[config.mk]
export PLATFORM = sky130hd
export DESIGN_NAME = tdm_mux
export DESIGN_NICKNAME = d
export VERILOG_FILES = /design/src/rtl/tdm_mux_pkg.sv /design/src/rtl/tdm_mux_rr_pick.sv /design/src/rtl/tdm_mux.sv
export SDC_FILE = /design/constraint.sdc
export NUM_CORES = 1
export LEC_CHECK = 0
export CELL_PAD_IN_SITES_DETAIL_PLACEMENT = 1
export CELL_PAD_IN_SITES_GLOBAL_PLACEMENT = 2
export CORE_MARGIN = 2
export CORE_UTILIZATION = 21
export CTS_CLUSTER_DIAMETER = 150
export DETAILED_ROUTE_END_ITERATION = 8
export GPL_TIMING_DRIVEN = 1
export PLACE_DENSITY_LB_ADDON = 0.1
export SLEW_MARGIN = 40
export SYNTH_ARGS = -nofsm -noshare
export SYNTH_HDL_FRONTEND = slang
export SYNTH_SLANG_ARGS = --single-unit
[constraint.sdc]
create_clock -name clk -period 4.05 [get_ports clk]
set_clock_uncertainty 0.1 [all_clocks]
set_input_delay 0.405 -clock clk [delete_from_list [all_inputs] [get_ports clk]]
set_output_delay 0.405 -clock clk [all_outputs]
set_load 0.01 [all_outputs]
[src/rtl/tdm_mux_pkg.sv]
// Shared constants and helpers for the tdm_mux channel multiplexer.
package tdm_mux_pkg;

    localparam logic MODE_MANUAL = 1'b0;
    localparam logic MODE_SCAN   = 1'b1;

    // Ceiling log2, clamped to 1 so a 2-channel build still has a 1-bit select.
    function automatic int clog2(input int n);
        int r;
        r = 1;
        for (int i = 1; i < 31; i++) begin
            if ((1 << i) < n) r = i + 1;
        end
        return r;
    endfunction

endpackage

[src/rtl/tdm_mux_rr_pick.sv]
// Round-robin picker: first enabled channel at or after ptr, wrapping past N-1.
module rr_pick
    import tdm_mux_pkg::*;
#(
    parameter  int N    = 8,
    localparam int SELW = clog2(N)
) (
    input  logic [N-1:0]    ch_en,
    input  logic [SELW-1:0] ptr,
    output logic            found,
    output logic [SELW-1:0] idx,
    output logic            wrapped
);

    logic [2*N-1:0]  dbl;
    logic [N-1:0]    rot;
    logic [SELW-1:0] off;
    logic [SELW:0]   sum;

    // Rotate so ptr sits at bit 0, take the lowest set bit, then rotate the index back.
    always_comb begin
        dbl   = {ch_en, ch_en};
        rot   = N'(dbl >> ptr);
        found = 1'b0;
        off   = '0;
        for (int j = N - 1; j >= 0; j--) begin
            if (rot[j]) begin
                found = 1'b1;
                off   = SELW'(j);
            end
        end
        sum     = {1'b0, ptr} + {1'b0, off};
        wrapped = found && (sum >= (SELW + 1)'(N));
        idx     = wrapped ? SELW'(sum - (SELW + 1)'(N)) : SELW'(sum);
    end

endmodule

[src/rtl/tdm_mux.sv]
// N-channel registered mux with manual select and round-robin scan over enabled channels.
// Define TDM_MUX_CHID_EN to add the out_ch port reporting the channel held in out_data.
module tdm_mux
    import tdm_mux_pkg::*;
#(
    parameter  int N     = 8,
    parameter  int WIDTH = 8,
    localparam int SELW  = clog2(N)
) (
    input  logic               clk,
    input  logic               rst_n,
    input  logic [N*WIDTH-1:0] in_data,
    input  logic [N-1:0]       ch_en,
    input  logic               mode,
    input  logic [SELW-1:0]    sel,
    output logic [WIDTH-1:0]   out_data,
    output logic               out_valid,
    input  logic               out_ready,
    output logic               sel_err,
    output logic               scan_wrap
`ifdef TDM_MUX_CHID_EN
    ,
    output logic [SELW-1:0]    out_ch
`endif
);

    localparam int SELN = 1 << SELW;

    logic [WIDTH-1:0] data_q, data_d;
    logic             valid_q, valid_d;
    logic [SELW-1:0]  ptr_q, ptr_d;
    logic             wrap_pend_q, wrap_pend_d;
    logic             sel_err_q, sel_err_d;
    logic             scan_wrap_q, scan_wrap_d;
`ifdef TDM_MUX_CHID_EN
    logic [SELW-1:0]  ch_q, ch_d;
`endif

    logic             load;
    logic [SELN-1:0]  en_pad;
    logic             sel_ok;
    logic             rr_found;
    logic [SELW-1:0]  rr_idx;
    logic             rr_wrapped;
    logic             pick_ok;
    logic [SELW-1:0]  pick_ch;
    logic [WIDTH-1:0] pick_data;

    rr_pick #(.N(N)) u_rr_pick (
        .ch_en   (ch_en),
        .ptr     (ptr_q),
        .found   (rr_found),
        .idx     (rr_idx),
        .wrapped (rr_wrapped)
    );

    assign load = !valid_q || out_ready;

    // Padding to a power of two makes any sel >= N read as a disabled channel.
    always_comb begin
        en_pad         = '0;
        en_pad[N-1:0]  = ch_en;
        sel_ok         = en_pad[sel];
    end

    // NOTE: every signal gets a default at the top so no path leaves it unassigned (no latch).
    always_comb begin
        data_d      = data_q;
        valid_d     = valid_q;
        ptr_d       = ptr_q;
        wrap_pend_d = wrap_pend_q;
        sel_err_d   = 1'b0;
        scan_wrap_d = 1'b0;
        pick_ok     = 1'b0;
        pick_ch     = '0;
        pick_data   = '0;
`ifdef TDM_MUX_CHID_EN
        ch_d        = ch_q;
`endif
        if (load) begin
            if (mode == MODE_SCAN) begin
                pick_ok = rr_found;
                pick_ch = rr_idx;
                // Picking N-1 folds ptr to 0; the wrap is flagged on the next scanned
                // beat so scan_wrap always marks the first beat of a new round.
                if (rr_found) begin
                    ptr_d       = (int'(rr_idx) == N - 1) ? '0 : rr_idx + SELW'(1);
                    scan_wrap_d = rr_wrapped || wrap_pend_q;
                    wrap_pend_d = (int'(rr_idx) == N - 1);
                end
            end else begin
                pick_ok   = sel_ok;
                pick_ch   = sel;
                sel_err_d = !sel_ok;
            end
            for (int k = 0; k < N; k++) begin
                if (pick_ch == SELW'(k)) pick_data = in_data[k*WIDTH +: WIDTH];
            end
            valid_d = pick_ok;
            if (pick_ok) begin
                data_d = pick_data;
`ifdef TDM_MUX_CHID_EN
                ch_d   = pick_ch;
`endif
            end
        end
    end

    // NOTE: sequential state uses non-blocking assignments so all registers update together.
    always_ff @(posedge clk or negedge rst_n) begin
        if (!rst_n) begin
            data_q      <= '0;
            valid_q     <= 1'b0;
            ptr_q       <= '0;
            wrap_pend_q <= 1'b0;
            sel_err_q   <= 1'b0;
            scan_wrap_q <= 1'b0;
`ifdef TDM_MUX_CHID_EN
            ch_q        <= '0;
`endif
        end else begin
            data_q      <= data_d;
            valid_q     <= valid_d;
            ptr_q       <= ptr_d;
            wrap_pend_q <= wrap_pend_d;
            sel_err_q   <= sel_err_d;
            scan_wrap_q <= scan_wrap_d;
`ifdef TDM_MUX_CHID_EN
            ch_q        <= ch_d;
`endif
        end
    end

    assign out_data  = data_q;
    assign out_valid = valid_q;
    assign sel_err   = sel_err_q;
    assign scan_wrap = scan_wrap_q;
`ifdef TDM_MUX_CHID_EN
    assign out_ch    = ch_q;
`endif

endmodule
==> out/results.ini, run 1 <==
[worst_setup_path]
worst_ep_required_time_ns = 4.07
worstPathMaxFanout = 7
crit_path_start_kind = primary input
critical_path.max_stage_delay_ns = 0.59
crit_arrival_ns = 3.96
crit_type = in -> reg
path_delay_family = compound AO/OA/AOI/OAI gates
r2r-end = out_data[4]$_DFFE_PN0P_
reg2reg_depth = 13
critPathSlowestCell = fa_2
r2r-start = ptr_q[2]$_DFFE_PN0P_
end_kind = flop
path_cells = clkdlybuf4s50_1, nand2b_1, mux4_2, or4_1, a311o_1, nand3_1, ha_2, inv_1, fa_2, and2_4, nor2_1, buf_6, o32ai_2, o21a_1, o31ai_1
crit_buf_inv = 3
rrSetupSlack_ns = 0.17

[finish]
nNetsFinal = 478
multi_input_comb_area_um2 = 1840
fillers = 1244
final_layout_size_suffix_gt1_frac = 0.257
syn_to_final_growth_pct = 70.4
antenna_cells = 0
seq_area_um2 = 377
final_cells = 529

[run]
drv_cap = 0

[power_and_ir_drop]
max-vdd-ir-drop_v = 0.000201
p_leak_nw = 1.46
p_per_area_nw_per_um2 = 723

[die]
die_area_um2 = 11200
start_util = 0.214
die_w_um = 106
rows = 37
coreArea_um2 = 10200
die_height_um = 106
ioPinCount = 90

[sta]
worst_pin_slew_ns = 0.737
fin_ws_ns = 0.113
setup_viol = 0
setup-tns-final_ns = 0
drv_slew = 0
fmax_ghz = 0.254
rsz0062_at_grt = true
fin_crit_sh = 0.972
slew_headroom = 0.507
min_period_ns = 3.94
finalHoldViolCount = 0

[grt]
grt_pass1_wl_um = 14900
grt_pass1_vias = 2824
grt_util_all_layers = 0.167
antenna_found_initial = 0
grt_max_degree = 25
grt_overflow = 0

[yosys]
synth_edf_count = 0
ys_ff_latch = 15
synth-async-reset-ratio = 1.00
syn_nets = 360
ys.warnings.count = 0
syn_inst = 276
ys_seq_area_frac = 0.173
ys_dominant_reg_cell = dfrtp_1
synthDistinctLibCells = 57
synth_area_um2 = 2180
synth.avg_cell_area_um2 = 7.88

[hold_path]
hold_end = out_data[2]$_DFFE_PN0P_
min_from = out_data[2]$_DFFE_PN0P_
hold_depth = 2
hold_path_class = reg -> reg

[detailed_routing]
drc = 0
drt-pass1-iter-count = 4
wl_per_cell_um = 17.6
antenna_left = 0
vias_per_cell = 5.00
dr_total_vias = 2645
wl_um = 9290
drt_iter0_markers = 73

[placed_design]
dpl.hpwl_um = 7560
place_ws_ns = -0.382
dp.cells = 524
globalplace.congestion = 0.798
port_buffers = 89

[clock_network]
cts_tree = yes
cts.sinks = 15
insertion_delay_ns = 0.25
path_clk_slew_ns = 0.06
clockBufferDepth = 2
htree_levels = 1
cts_buffers = 3
cts-root-buf = clkbuf_8

[run_status]
outcome = complete, no violations

## Yosys cell counts, types with 7 or more instances
cell       number  area, um^2
or2_2           8        50.1
nand4_1         7        43.8
o2111ai_1       7        61.3
o21ai_0        15        75.1
mux2i_1         7        70.1
dfrtp_1        15         375
nand2b_1        8        50.1
nand2_1        18        67.6
clkbuf_1        8        30.0
nand3_1        28         140
o31ai_1         8        60.1
nor2_1         20        75.1
mux2_2         12         135
buf_2           7        35.0
inv_1           7        26.3
## stage by stage
stage               total power, mW  instance area [um^2]   util  hold slack [ns]
floorplan                      1.42                  2190      -          0.00941
global placement               2.30                  3500  0.344            0.383
detailed placement             2.32                  3500  0.344            0.393
CTS                            2.54                  3590  0.353            0.407
global route                   2.92                  3710  0.364            0.444
finish                         2.68                  3710  0.364            0.407
## worst min-delay path, cell delays in order, from the launching register on
cell and delay [ns]:
dfrtp_1 0.34, nand3_1 0.07, o31ai_1 0.06
## sequential cells by signal, summed over array words and instances, names as in the netlist
signal       flops
wrap_pend_q      1
scan_wrap        1
ptr_q            3
out_data         8
out_valid        1
sel_err          1
## routing by layer
metal,up-vias,routed length [um],GRT usage
li1,1305,-,-
met1,1285,4200,0.215
met2,53,4730,0.306
met3,2,344,0.0315
met4,0,10,0.00564
met5,-,0,0
## placed cells by master (no fill, tap or decap), drive strengths merged, types with 5 or more instances in the layout
cell	count
clkdlybuf4s50	82
buf	44
nand3	29
nor2	20
nand2	18
o21ai	17
dfrtp	15
mux2	12
or2	8
o31ai	8
nand2b	8
inv	7
nand4	7
mux2i	7
a21oi	7
o2111ai	7
o21a	6
o32ai	6
nor4	5
mux4	5
a31oi	5
nor3b	5
nor2b	5
## where the power goes
group | internal, mW | leakage (nW) | switching (mW)
sequential | 0.216 | 0.182 | 0.0597
combinational | 1.13 | 1.25 | 1.15
clock | 0.0681 | 0.0255 | 0.0546
## what timing repair did
action / in CTS / in global routing
setup buffers: 0 / 1
pin swaps: 2 / 12
setup endpoints to repair: 8 / 8
hold buffers: 0 / 0
resized for setup: 17 / 20
## worst max-delay path by stage
stage	start	endpoint	slack, ns	cells past startpoint
floorplan	ptr_q[2]$_DFFE_PN0P_	out_data[0]$_DFFE_PN0P_	0.01	14
global placement	ch_en[0]	out_data[3]$_DFFE_PN0P_	-0.35	14
detailed placement	ch_en[2]	out_data[2]$_DFFE_PN0P_	-0.38	14
CTS	ptr_q[1]$_DFFE_PN0P_	out_data[2]$_DFFE_PN0P_	0.03	13
global route	ch_en[5]	out_data[3]$_DFFE_PN0P_	-0.0006	15
finish	ch_en[7]	out_data[4]$_DFFE_PN0P_	0.11	15
## logic make-up after synthesis
logic type	after synthesis	synth area share
compound gates	80	0.271
mux	24	0.146
buf+inv	26	0.0523
flops	15	0.173
simple gates	122	0.307
fa+ha+maj	5	0.0322
xor+xnor	4	0.0196
## area by class of cell
cell class	instances	share of cell area
Inverter	7	0.00709
Multi-Input combinational cell	235	0.497
Tap cell	136	0.0459
Timing Repair Buffer	132	0.336
Clock buffer	3	0.0111
Clock inverter	1	0.00135
Sequential cell	15	0.102
No activity file was read; power rests on OpenSTA's default activity.
==> run 2, diff against run 1 <==
CAP_MARGIN = 20   (was not set)
CORE_UTILIZATION = 32   (was 21)
DONT_BUFFER_PORTS = 1   (was not set)
==> run 2 against run 1 <==
Net effect: combinational power down 24%; core utilization is 0.32 points higher; final area decreased by 34%; final cell count decreased by 32%; critical path type is now reg -> reg; largest power group unchanged; highest routed layer unchanged.
==> out/results.ini, run 2 (synthesis results as in run 1) <==
[run_status]
outcome = complete, no violations

[clock_network]
clockBufferDepth = 2
cts-root-buf = clkbuf_8
insertion_delay_ns = 0.25
cts_tree = yes
htree_levels = 1
cts_buffers = 3
path_clk_slew_ns = 0.06
cts.sinks = 15

[finish]
fillers = 815
nNetsFinal = 366
largest_register_ffs = 8
final_cells = 361
antenna_cells = 0
multi_input_comb_area_um2 = 1750
final_cell_mix = 28 x nand3_1, 19 x nor2_1, 19 x buf_4
layout_commonest_cell = nand3_1
seq_area_um2 = 378
final_layout_size_suffix_gt1_frac = 0.238
syn_to_final_growth_pct = 12.8

[grt]
grt_overflow = 0
grt_pass1_wl_um = 11900
grt_pass1_vias = 2144
antenna_found_initial = 0
grt_util_all_layers = 0.202
grt_max_degree = 25

[power_and_ir_drop]
clkPwrFrac = 0.056
p_leak_nw = 0.926
max-vdd-ir-drop_v = 0.000346
pwr-share-seq = 0.140
p_sw_frac = 0.514
internal_power_mw = 1.05
p_per_area_nw_per_um2 = 882
pwr-share-comb = 0.804
p_switching_mw = 1.11

[die]
rows = 30
die_area_um2 = 7480
coreArea_um2 = 6680
die_w_um = 86.5
start_util = 0.326
die_height_um = 86.5
ioPinCount = 90

[hold_path]
hold_path_class = in -> reg

[worst_setup_path]
critical_path.max_stage_delay_ns = 0.59
critPathSlowestCell = fa_2
path_delay_family = compound AO/OA/AOI/OAI gates
crit_type = reg -> reg
worstPathMaxFanout = 8
path_cells = mux4_2, or4_1, a311o_1, nand3_1, ha_1, inv_1, fa_2, inv_1, a41oi_1, buf_4, or2_2, o2111ai_1, o31ai_1
crit_arrival_ns = 3.91
end_kind = flop
cpMostUsedCell = inv_1
worst_ep_required_time_ns = 4.11
crit_path_start_kind = flop
crit_buf_inv = 3

[sta]
finalHoldViolCount = 0
slew_headroom = 0.531
rsz0062_at_grt = true
fmax_ghz = 0.260
worst_pin_slew_ns = 0.701
min_period_ns = 3.85
drv_slew = 0
fin_ws_ns = 0.200
setup_viol = 0
hold_slack_ns = 0.263
fin_crit_sh = 0.951

[detailed_routing]
wl_um = 7660
dr_total_vias = 2239
antenna_left = 0
drt_iter0_markers = 98
wl_per_cell_um = 21.2
vias_per_cell = 6.20
drc = 0
drt-pass1-iter-count = 5

[placed_design]
dp.cells = 356
port_buffers = 0
globalplace.congestion = 0.775
dpl.hpwl_um = 5980
place_ws_ns = -0.0340

[run]
drv_cap = 0

## run 2: path summary, 6_finish.rpt
kind                       slack, ns               startpoint  cells after the start                 endpoint
setup / recovery                0.20     ptr_q[1]$_DFFE_PN0P_                     13  out_data[4]$_DFFE_PN0P_
min in group asynchronous       0.55                    rst_n                      1      scan_wrap$_DFF_PN0_
max in group asynchronous       2.82                    rst_n                      1     ptr_q[1]$_DFFE_PN0P_
hold reg to reg                 0.39  wrap_pend_q$_DFFE_PN0P_                      2  wrap_pend_q$_DFFE_PN0P_
hold / removal                  0.26              in_data[57]                      2  out_data[1]$_DFFE_PN0P_
setup reg to reg                0.20     ptr_q[1]$_DFFE_PN0P_                     13  out_data[4]$_DFFE_PN0P_
## run 2: repair_timing
action                     CTS  global route
resized for setup            4            12
setup endpoints to repair    7             8
setup buffers                0             0
hold endpoints to repair    15             0
pin swaps                    0             8
hold buffers                 1             0
## run 2: power groups by stage
stage | Clock [mW] | Sequential (mW) | Combinational (mW)
floorplan | 0 | 0.272 | 1.15
global placement | 0 | 0.299 | 1.62
detailed placement | 0 | 0.301 | 1.62
CTS | 0.125 | 0.299 | 1.65
global route | 0.132 | 0.311 | 1.92
finish | 0.121 | 0.302 | 1.74
## run 2: per-stage QoR
step | instance area, um^2 | total power [mW] | setup TNS [ns] | utilization
after global placement | 2340 | 1.92 | 0 | 0.351
after detailed placement | 2340 | 1.92 | -0.138 | 0.351
after global routing | 2450 | 2.36 | -0.0125 | 0.367
final | 2450 | 2.16 | 0 | 0.367
after CTS | 2410 | 2.08 | 0 | 0.360
after floorplan | 2190 | 1.42 | 0 | -
## run 2: area by class of cell
type / instances / area share
Sequential cell: 15 / 0.154
Inverter: 7 / 0.0107
Multi-Input combinational cell: 235 / 0.714
Tap cell: 80 / 0.0408
Clock buffer: 4 / 0.0184
Timing Repair Buffer: 20 / 0.0622
## run 2: routing by layer
metal  share of wire  global-route usage  vias up
li1                -                   -     1082
met2            0.41               0.277       57
met1            0.53               0.330     1095
met3           0.048              0.0267        5
met4          0.0067              0.0384        0
met5               0                   0        -
